$ cat config.mk
export PLATFORM = sky130hd
export DESIGN_NAME = reorder_buffer
export DESIGN_NICKNAME = d
export VERILOG_FILES = /design/src/rtl/reorder_buffer.sv
export SDC_FILE = /design/constraint.sdc
export NUM_CORES = 1
export LEC_CHECK = 0
export CORE_MARGIN = 1.5
export CORE_UTILIZATION = 60
export DETAILED_ROUTE_END_ITERATION = 7
export DONT_BUFFER_PORTS = 1
export GPL_ROUTABILITY_DRIVEN = 0
export PLACE_DENSITY = 0.82
export SYNTH_ARGS = -nofsm -noshare
export SYNTH_HDL_FRONTEND = slang
export SYNTH_SLANG_ARGS = --single-unit
$ cat constraint.sdc
create_clock -name clk -period 33.6 [get_ports clk]
set_input_delay 6.72 -clock clk [delete_from_list [all_inputs] [get_ports clk]]
set_output_delay 6.72 -clock clk [all_outputs]
set_load 0.01 [all_outputs]
$ cat src/rtl/reorder_buffer.sv
// Circular reorder buffer sitting between dispatch and retire.
// Each dispatched instruction gets an entry and a tag. Execution writeback marks
// the entry complete. Completed entries retire strictly in program order from
// the head. A flush discards every entry.
//
// Ports:
//   clk, reset                  clock, asynchronous active-high reset
//   alloc_valid/_dest/_has_dest dispatch request and destination info
//   alloc_ready, alloc_tag      accept indication and tag (tail) for this cycle
//   wb_valid/_tag/_value        execution result for an entry
//   commit_valid/_dest/_has_dest/_value  head entry retiring this cycle
//   flush                       discard all entries
//   rob_full, rob_empty, rob_count       occupancy status (from registered count)
module reorder_buffer #(
   parameter int unsigned DEPTH  = 8,
   parameter int unsigned DATA_W = 32,
   parameter int unsigned REG_W  = 5,
   parameter int unsigned TAG_W  = $clog2(DEPTH)
) (
   input  logic              clk,
   input  logic              reset,
   input  logic              alloc_valid,
   input  logic [REG_W-1:0]  alloc_dest,
   input  logic              alloc_has_dest,
   output logic              alloc_ready,
   output logic [TAG_W-1:0]  alloc_tag,
   input  logic              wb_valid,
   input  logic [TAG_W-1:0]  wb_tag,
   input  logic [DATA_W-1:0] wb_value,
   output logic              commit_valid,
   output logic [REG_W-1:0]  commit_dest,
   output logic              commit_has_dest,
   output logic [DATA_W-1:0] commit_value,
   input  logic              flush,
   output logic              rob_full,
   output logic              rob_empty,
   output logic [TAG_W:0]    rob_count
);

   localparam int unsigned CNT_W = TAG_W + 1;

   logic [TAG_W-1:0]  head_q, head_d;
   logic [TAG_W-1:0]  tail_q, tail_d;
   logic [CNT_W-1:0]  count_q, count_d;

   logic              valid_q    [DEPTH];
   logic              valid_d    [DEPTH];
   logic              done_q     [DEPTH];
   logic              done_d     [DEPTH];
   logic [REG_W-1:0]  dest_q     [DEPTH];
   logic [REG_W-1:0]  dest_d     [DEPTH];
   logic              has_dest_q [DEPTH];
   logic              has_dest_d [DEPTH];
   logic [DATA_W-1:0] value_q    [DEPTH];
   logic [DATA_W-1:0] value_d    [DEPTH];

   logic              alloc_fire;

   // Status and handshake; full/empty come from the registered count only.
   always_comb begin
      rob_full        = (count_q == CNT_W'(DEPTH));
      rob_empty       = (count_q == '0);
      rob_count       = count_q;
      alloc_ready     = !rob_full && !flush;
      alloc_tag       = tail_q;
      alloc_fire      = alloc_valid && alloc_ready;
      commit_valid    = valid_q[head_q] && done_q[head_q] && !flush;
      commit_dest     = dest_q[head_q];
      commit_has_dest = has_dest_q[head_q];
      commit_value    = value_q[head_q];
   end

   // Next state: writeback, then commit, then allocate (allocate wins at tail).
   always_comb begin
      head_d  = head_q;
      tail_d  = tail_q;
      count_d = count_q;
      for (int unsigned i = 0; i < DEPTH; i++) begin
         valid_d[i]    = valid_q[i];
         done_d[i]     = done_q[i];
         dest_d[i]     = dest_q[i];
         has_dest_d[i] = has_dest_q[i];
         value_d[i]    = value_q[i];
      end

      if (flush) begin
         for (int unsigned i = 0; i < DEPTH; i++) begin
            valid_d[i] = 1'b0;
         end
         head_d  = '0;
         tail_d  = '0;
         count_d = '0;
      end else begin
         if (wb_valid && valid_q[wb_tag]) begin
            done_d[wb_tag]  = 1'b1;
            value_d[wb_tag] = wb_value;
         end
         if (commit_valid) begin
            valid_d[head_q] = 1'b0;
            head_d          = head_q + TAG_W'(1);
         end
         if (alloc_fire) begin
            valid_d[tail_q]    = 1'b1;
            done_d[tail_q]     = 1'b0;
            dest_d[tail_q]     = alloc_dest;
            has_dest_d[tail_q] = alloc_has_dest;
            tail_d             = tail_q + TAG_W'(1);
         end
         count_d = count_q + CNT_W'(alloc_fire) - CNT_W'(commit_valid);
      end
   end

   // State registers.
   always_ff @(posedge clk or posedge reset) begin
      if (reset) begin
         head_q  <= '0;
         tail_q  <= '0;
         count_q <= '0;
         for (int unsigned i = 0; i < DEPTH; i++) begin
            valid_q[i]    <= 1'b0;
            done_q[i]     <= 1'b0;
            dest_q[i]     <= '0;
            has_dest_q[i] <= 1'b0;
            value_q[i]    <= '0;
         end
      end else begin
         head_q  <= head_d;
         tail_q  <= tail_d;
         count_q <= count_d;
         for (int unsigned i = 0; i < DEPTH; i++) begin
            valid_q[i]    <= valid_d[i];
            done_q[i]     <= done_d[i];
            dest_q[i]     <= dest_d[i];
            has_dest_q[i] <= has_dest_d[i];
            value_q[i]    <= value_d[i];
         end
      end
   end

endmodule

==> impl_results.md, run 1 <==
* Status: complete, no violations
* Worst Hold Class: reg -> reg
* CP top delay family: compound AO/OA/AOI/OAI gates
* FFs w/ async S/R, synth at 1.000
* Final hold vios at 0
* Residual DRC at 0
* Area Overhead vs Synth at 8.255%
* Die X at 161.7 µm
* Post-Syn Instances at 1076
* Tmin final at 13980 ps
* Internal power at 704.9 µW
* Ports at 95
* Starting Density at 0.6159
* Yosys top cell area share at 0.5465
* Final period utilization at 0.4159
* Post-synthesis mux area share at 0.3070
* Clk buf depth at 3
* Net Sw Frac at 0.2477
* WL final at 33970 µm
* Critical path's slowest cell: o21a_1
* Buffers added on ports at 0
* Data required time of the critical path at 26880 ps
* Worst-Margin Slew at 1279 ps
* Crit path DAT at 7260 ps
* CTS Hold Bufs at 0
* Power Density at 57.28 mW/mm²
* CTS Root Cell: clkbuf_16
* Combinational group share of total power at 0.123
* Final worst slack at 19620 ps
* Synth Area in Simple Gates at 0.05332
* VDD IR-drop max at 0.00005177 V
* Unrepaired setup endpoints after global routing: no
* Clk_skew at 18.20 ps
* Most common cell in the netlist: mux2_2
* First-pass GRT wire length at 54810 µm
* Avg WL per Cell at 24.31 µm
* Layout cells sized above 1 at 0.4194
* Setup tns final at 0 ps
* Worst skew pair latency at 510 ps
* Post-synthesis adder-cell area fraction at 0.007949
* Post-synthesis register bit count at 330
* Finished layout cell area at 0.01636 mm²
* Total GRT Usage at 0.2718
* Setup slack, reg-to-reg at 30350 ps
* Core region area at 0.02453 mm²
* CP Capture Type: primary output
* LEAKAGE at 7.761 nW
* Synth top cells by count: mux2_2 (333), dfrtp_1 (330), nand2_1 (56), buf_2 (43), mux4_2 (31)
* H-tree lvl count at 2
* Number of flops mapped to enable cells by yosys at 0
* CTS sink cnt at 330
* CTS tree: built
* Antenna Cells at 0
* Net Sw Power at 232.1 µW
* Die Y at 161.7 µm
* Avg Cell Area, Syn at 14.04 µm²
* Dpl ws at 19630 ps
* Post-synth net total at 1131
* Fillers at 1707
* Post-CTS Setup Inserts at 0
* CP max stage delay at 270 ps
* Clock Power Share at 0.383
* Core Util, Final at 0.6668
* CTS resizes at 0
* CP Cell Sequence: inv_1 -> o21a_1
* Mapped Area at 0.01511 mm²
* Synth area leaders: dfrtp_1 (55%), mux2_2 (25%), mux4_2 (4.6%), a221oi_1 (1.5%), buf_2 (1.4%)
* Compound-cell area share of the yosys netlist at 0.05606
* Sequential share of power at 0.495
* Slew HR at 0.1439
* Setup-failing EPs final at 0
* First-pass iteration count of the detailed router at 5
* Routed vias/inst at 6.588
* Fin nets at 1106
* Clk pin slew, worst setup/hold paths at 60 ps
* Number of global-route vias before repair at 9664
* Gr ovfl total at 0
* CP Max Fanout at 14
* Seq/Total Area, Yosys at 0.5465
* Post-DRT Antenna Nets at 0
* Largest family of logic cells by synthesized area: multiplexers
* CP startpoint kind: input port
* Largest area contributor in the netlist: dfrtp_1
* Initial antenna violation count at 0
* Bufs and invs on worst path at 1
* Synth Area in XOR/XNOR at 0.002318
* Rows at 57
* Die area at 0.02615 mm²
* Synth unique cells at 57
* FMAX at 71.55 MHz
* Detail Placement HPWL at 19580 µm
* DR iter-0 viols at 777
* Worst setup path category: in -> out
* Yosys warns at 0
* CTS Buf Count at 35
* Largest net degree at the start of global routing at 174
* DR vias at 9204
* Placed Area at 0.01531 mm²
* Prevailing post-synth register cell: dfrtp_1
* Final slew viol count at 0
* Max-cap violations at 0
worst register-to-register path, stage by stage (launching register included):
cell and delay [ps]:
dfrtp_2 610, inv_2 820, a41oi_1 250, o21a_1 320, ha_1 290, inv_1 40
ha_1 200, fa_1 390, xnor2_1 170, nor2_1 60
worst paths after layout:
| check | start | end | cells past startpoint |
|---|---|---|---|
| setup reg to reg | head_q[2] | rob_count[2] | 9 |
| setup / recovery | flush | commit_valid | 2 |
| hold reg to reg | dest_q[8] | dest_q[8] | 1 |
| min in group asynchronous | reset | value_q[96] | 1 |
| hold / removal | dest_q[8] | dest_q[8] | 1 |
| max in group asynchronous | reset | value_q[204] | 3 |
registers in the layout, indices dropped and copies added, names as in the netlist:
name,count
has_dest_q,8
valid_q,8
rob_count,4
done_q,8
head_q,3
dest_q,40
alloc_tag,3
value_q,256
placed cells by master, fill, tap and decap left out, types with 12 or more instances in the layout:
cell type,netlist,layout
a221oi_1,26,26
a22oi_1,18,18
mux2i_1,18,18
dfrtp_1,330,327
inv_1,14,12
nor2_1,28,28
mux2_2,333,333
nand2_1,56,56
a21oi_1,15,15
mux4_2,31,31
o21ai_0,16,16
clkbuf_16,0,35
metrics by stage:
step                power, mW  hold WS (ps)  instances
floorplan              0.5592         452.4       1076
CTS                    0.9438         489.2       1397
detailed placement     0.5862         476.3       1338
global placement       0.5791         463.8       1338
finish                 0.9370         487.6       1397
global route           0.9765         508.2       1397
cells by family (layout without fill, tap and decap cells):
logic type | after synthesis | count (layout)
xor gates and xnor gates | 4 | 4
DFF | 330 | 330
and+or+nand+nor | 145 | 145
AOI/OAI and AO/OA | 115 | 115
muxes | 383 | 383
adders and majority gates | 9 | 9
buffers and inverters | 90 | 87
cell type report:
cell class / count / area [µm²] / area share
Clock buffer: 50 / 972.2 / 0.05943
Multi-Input combinational cell: 656 / 6465 / 0.3952
Timing Repair Buffer: 12 / 102.6 / 0.006272
Inverter: 16 / 70.07 / 0.004283
Clock inverter: 9 / 76.32 / 0.004666
Tap cell: 324 / 405.4 / 0.02478
Sequential cell: 330 / 8267 / 0.5054
power groups by stage:
stage | clock [mW] | combinational [mW] | sequential, mW
6_report | 0.358 | 0.115 | 0.463
5_1_grt | 0.381 | 0.128 | 0.468
4_1_cts | 0.364 | 0.117 | 0.463
3_5_place_dp | 0 | 0.117 | 0.470
3_3_place_gp | 0 | 0.112 | 0.467
2_1_floorplan | 0 | 0.0998 | 0.459
per-layer routing:
metal  GRT usage  vias to the layer above  share of wire
met3     0.06282                       62          0.080
li1            -                     3935              -
met1      0.3699                     4890           0.41
met5           0                        -              0
met4     0.08424                        0          0.022
met2      0.4395                      317           0.49
Note: power is estimated with default switching activity, not from simulation.
==> run 2: changes to the inputs <==
==> constraint.sdc (replaced) <==
create_clock -name clk -period 13 [get_ports clk]
set_input_delay 2.6 -clock clk [delete_from_list [all_inputs] [get_ports clk]]
set_output_delay 2.6 -clock clk [all_outputs]
set_load 0.01 [all_outputs]
==> run 2 against run 1 <==
  * Cell area down 0.14%
  * Routed wire length up 1.6%
  * Register-to-register slack worse by 21000 ps
  * Largest cell class unchanged
  * Largest power group unchanged
  * Highest routed layer unchanged
==> impl_results.md, run 2 (synthesized netlist as in run 1, its figures left out) <==
* Setup slack, reg-to-reg at 9230 ps (was 30350 ps)
* Setup-failing EPs final at 0 (unchanged)
* Starting Density at 0.6159 (unchanged)
* CTS sink cnt at 330 (unchanged)
* CTS Root Cell: clkbuf_16 (unchanged)
* Commonest non-fill, non-tap cell in the layout: mux2_2 (unchanged)
* CP Max Fanout at 51 (was 14)
* First-pass iteration count of the detailed router at 5 (unchanged)
* Reg2reg path depth at 11 (was 9)
* First-pass GRT wire length at 55080 µm (was 54810 µm)
* Ports at 95 (unchanged)
* Largest registers: value_q: 256 flops, dest_q: 40 flops (unchanged)
* RR Startpoint: head_q[2] (unchanged)
* Top reg by flops: value_q (unchanged)
* Final period utilization at 0.4771
* Worst Hold Class: reg -> reg (unchanged)
* Max-cap violations at 0 (unchanged)
* LEAKAGE at 7.751 nW (was 7.761 nW)
* Fin nets at 1105 (was 1106)
* Unrepaired setup endpoints after global routing: no (unchanged)
* Largest net degree at the start of global routing at 185 (was 174)
* Data required time of the critical path at 10400 ps (was 26880 ps)
* Worst hold stages at 1 (unchanged)
* Most frequent cells in the layout: mux2_2 (333), dfrtp_1 (327), nand2_1 (56), clkbuf_16 (35), mux4_2 (31) (unchanged)
* Die X at 161.7 µm (unchanged)
* Die area at 0.02615 mm² (unchanged)
* Hold path endpoint: value_q[132] (was dest_q[8])
* Final Power at 2.416 mW (was 937.0 µW)
* Avg WL per Cell at 24.78 µm (was 24.31 µm)
* Routed vias/inst at 6.598 (was 6.588)
* Clk buf depth at 3 (unchanged)
* Post-CTS Setup Inserts at 0 (unchanged)
* CP Capture Type: primary output (unchanged)
* CTS resizes at 0 (unchanged)
* Max FFs per register at 256 (unchanged)
* CP startpoint kind: flip-flop (was input port)
* Worst setup path category: reg -> out (was in -> out)
* Clk pin slew, worst setup/hold paths at 60 ps (about the same)
* WL final at 34520 µm (was 33970 µm)
* Die Y at 161.7 µm (unchanged)
* VDD IR-drop max at 0.0001061 V (was 0.00005177 V)
* Final hold vios at 0 (unchanged)
* Setup tns final at 0 ps (unchanged)
* Core region area at 0.02453 mm² (unchanged)
* Status: complete, no violations (unchanged)
* CTS tree: built (unchanged)
* Fin cells at 1393 (was 1397)
* Cells after DPL at 1337 (was 1338)
* Post-DRT Antenna Nets at 0 (unchanged)
* CTS Buf Count at 35 (unchanged)
* Final slew viol count at 0 (unchanged)
* Total GRT Usage at 0.2732 (was 0.2718)
* Clk_skew at 14.27 ps (was 18.20 ps)
* Residual DRC at 0 (unchanged)
* H-tree lvl count at 2 (unchanged)
* Area Overhead vs Synth at 8.107% (was 8.255%)
* Power Density at 147.9 mW/mm² (was 57.28 mW/mm²)
* Slew HR at 0.1796 (was 0.1439)
* Gr ovfl total at 0 (unchanged)
* DR iter-0 viols at 754 (was 777)
* FF-to-FF End: rob_count[3] (was rob_count[2])
* Buffers added on ports at 0 (unchanged)
* Tmin final at 6202 ps
* Antenna Cells at 0 (unchanged)
* Initial antenna violation count at 0 (unchanged)
* Detail Placement HPWL at 19910 µm (was 19580 µm)
* CTS Hold Bufs at 0 (unchanged)
* Number of global-route vias before repair at 9583 (was 9664)
* DR vias at 9191 (was 9204)
* Layout cells sized above 1 at 0.4191 (was 0.4194)
* Worst skew pair latency at 520 ps (was 510 ps)
* Rows at 57 (unchanged)
* Worst hold start: value_q[132] (was dest_q[8])
* Worst-Margin Slew at 1226 ps (was 1279 ps)
* Core Util, Final at 0.6659 (was 0.6668)
* FMAX at 161.2 MHz
* Crit path DAT at 3600 ps (was 7260 ps)
==> run 2: final cells by class <==
class,instances,area (µm²)
clock inverters,6,41.29
flip-flops and latches,330,8267
repair buffers,11,95.09
multi-input cells,656,6465
well taps,324,405.4
fillers,1704,8198
clock buffers,50,992.2
inverters,16,70.07
==> run 2: power breakdown <==
group / leakage (nW) / switching (mW) / internal (mW)
Combinational: 2.71 / 0.147 / 0.152
Sequential: 4.53 / 0.0694 / 1.13
Clock: 0.510 / 0.389 / 0.529
==> run 2: worst max-delay path, stage by stage (launching register included) <==
cell	delay [ps]
dfrtp_4	720
buf_4	490
nor2_1	1030
a22oi_1	210
and3_1	230
a31oi_1	400
==> run 2: how the worst max path moves through the flow <==
stage                          from               to  depth (start not counted)
after floorplan               reset     alloc_tag[0]                          1
after global placement        flush     commit_valid                          2
after detailed placement      flush     commit_valid                          2
after CTS                 head_q[1]  commit_value[1]                          5
after global routing      head_q[1]  commit_value[1]                          5
final                     head_q[1]  commit_value[1]                          5
==> run 2: through the flow <==
step | worst slack, ps | hold slack (ps) | instance area (µm²)
CTS | 6837 | 500.4 | 16340
finish | 6798 | 500.3 | 16340
detailed placement | 7265 | 488.1 | 15300
floorplan | 1260 | 452.4 | 15110
global route | 6690 | 513.1 | 16340
global placement | 7280 | 477.5 | 15300
==> run 2: per-layer routing <==
layer | global-route usage | up-vias | part of all wire
li1 | - | 3918 | -
met1 | 0.3782 | 4918 | 0.42
met2 | 0.4372 | 285 | 0.48
met3 | 0.05618 | 70 | 0.068
met4 | 0.08966 | 0 | 0.027
met5 | 0 | - | 0
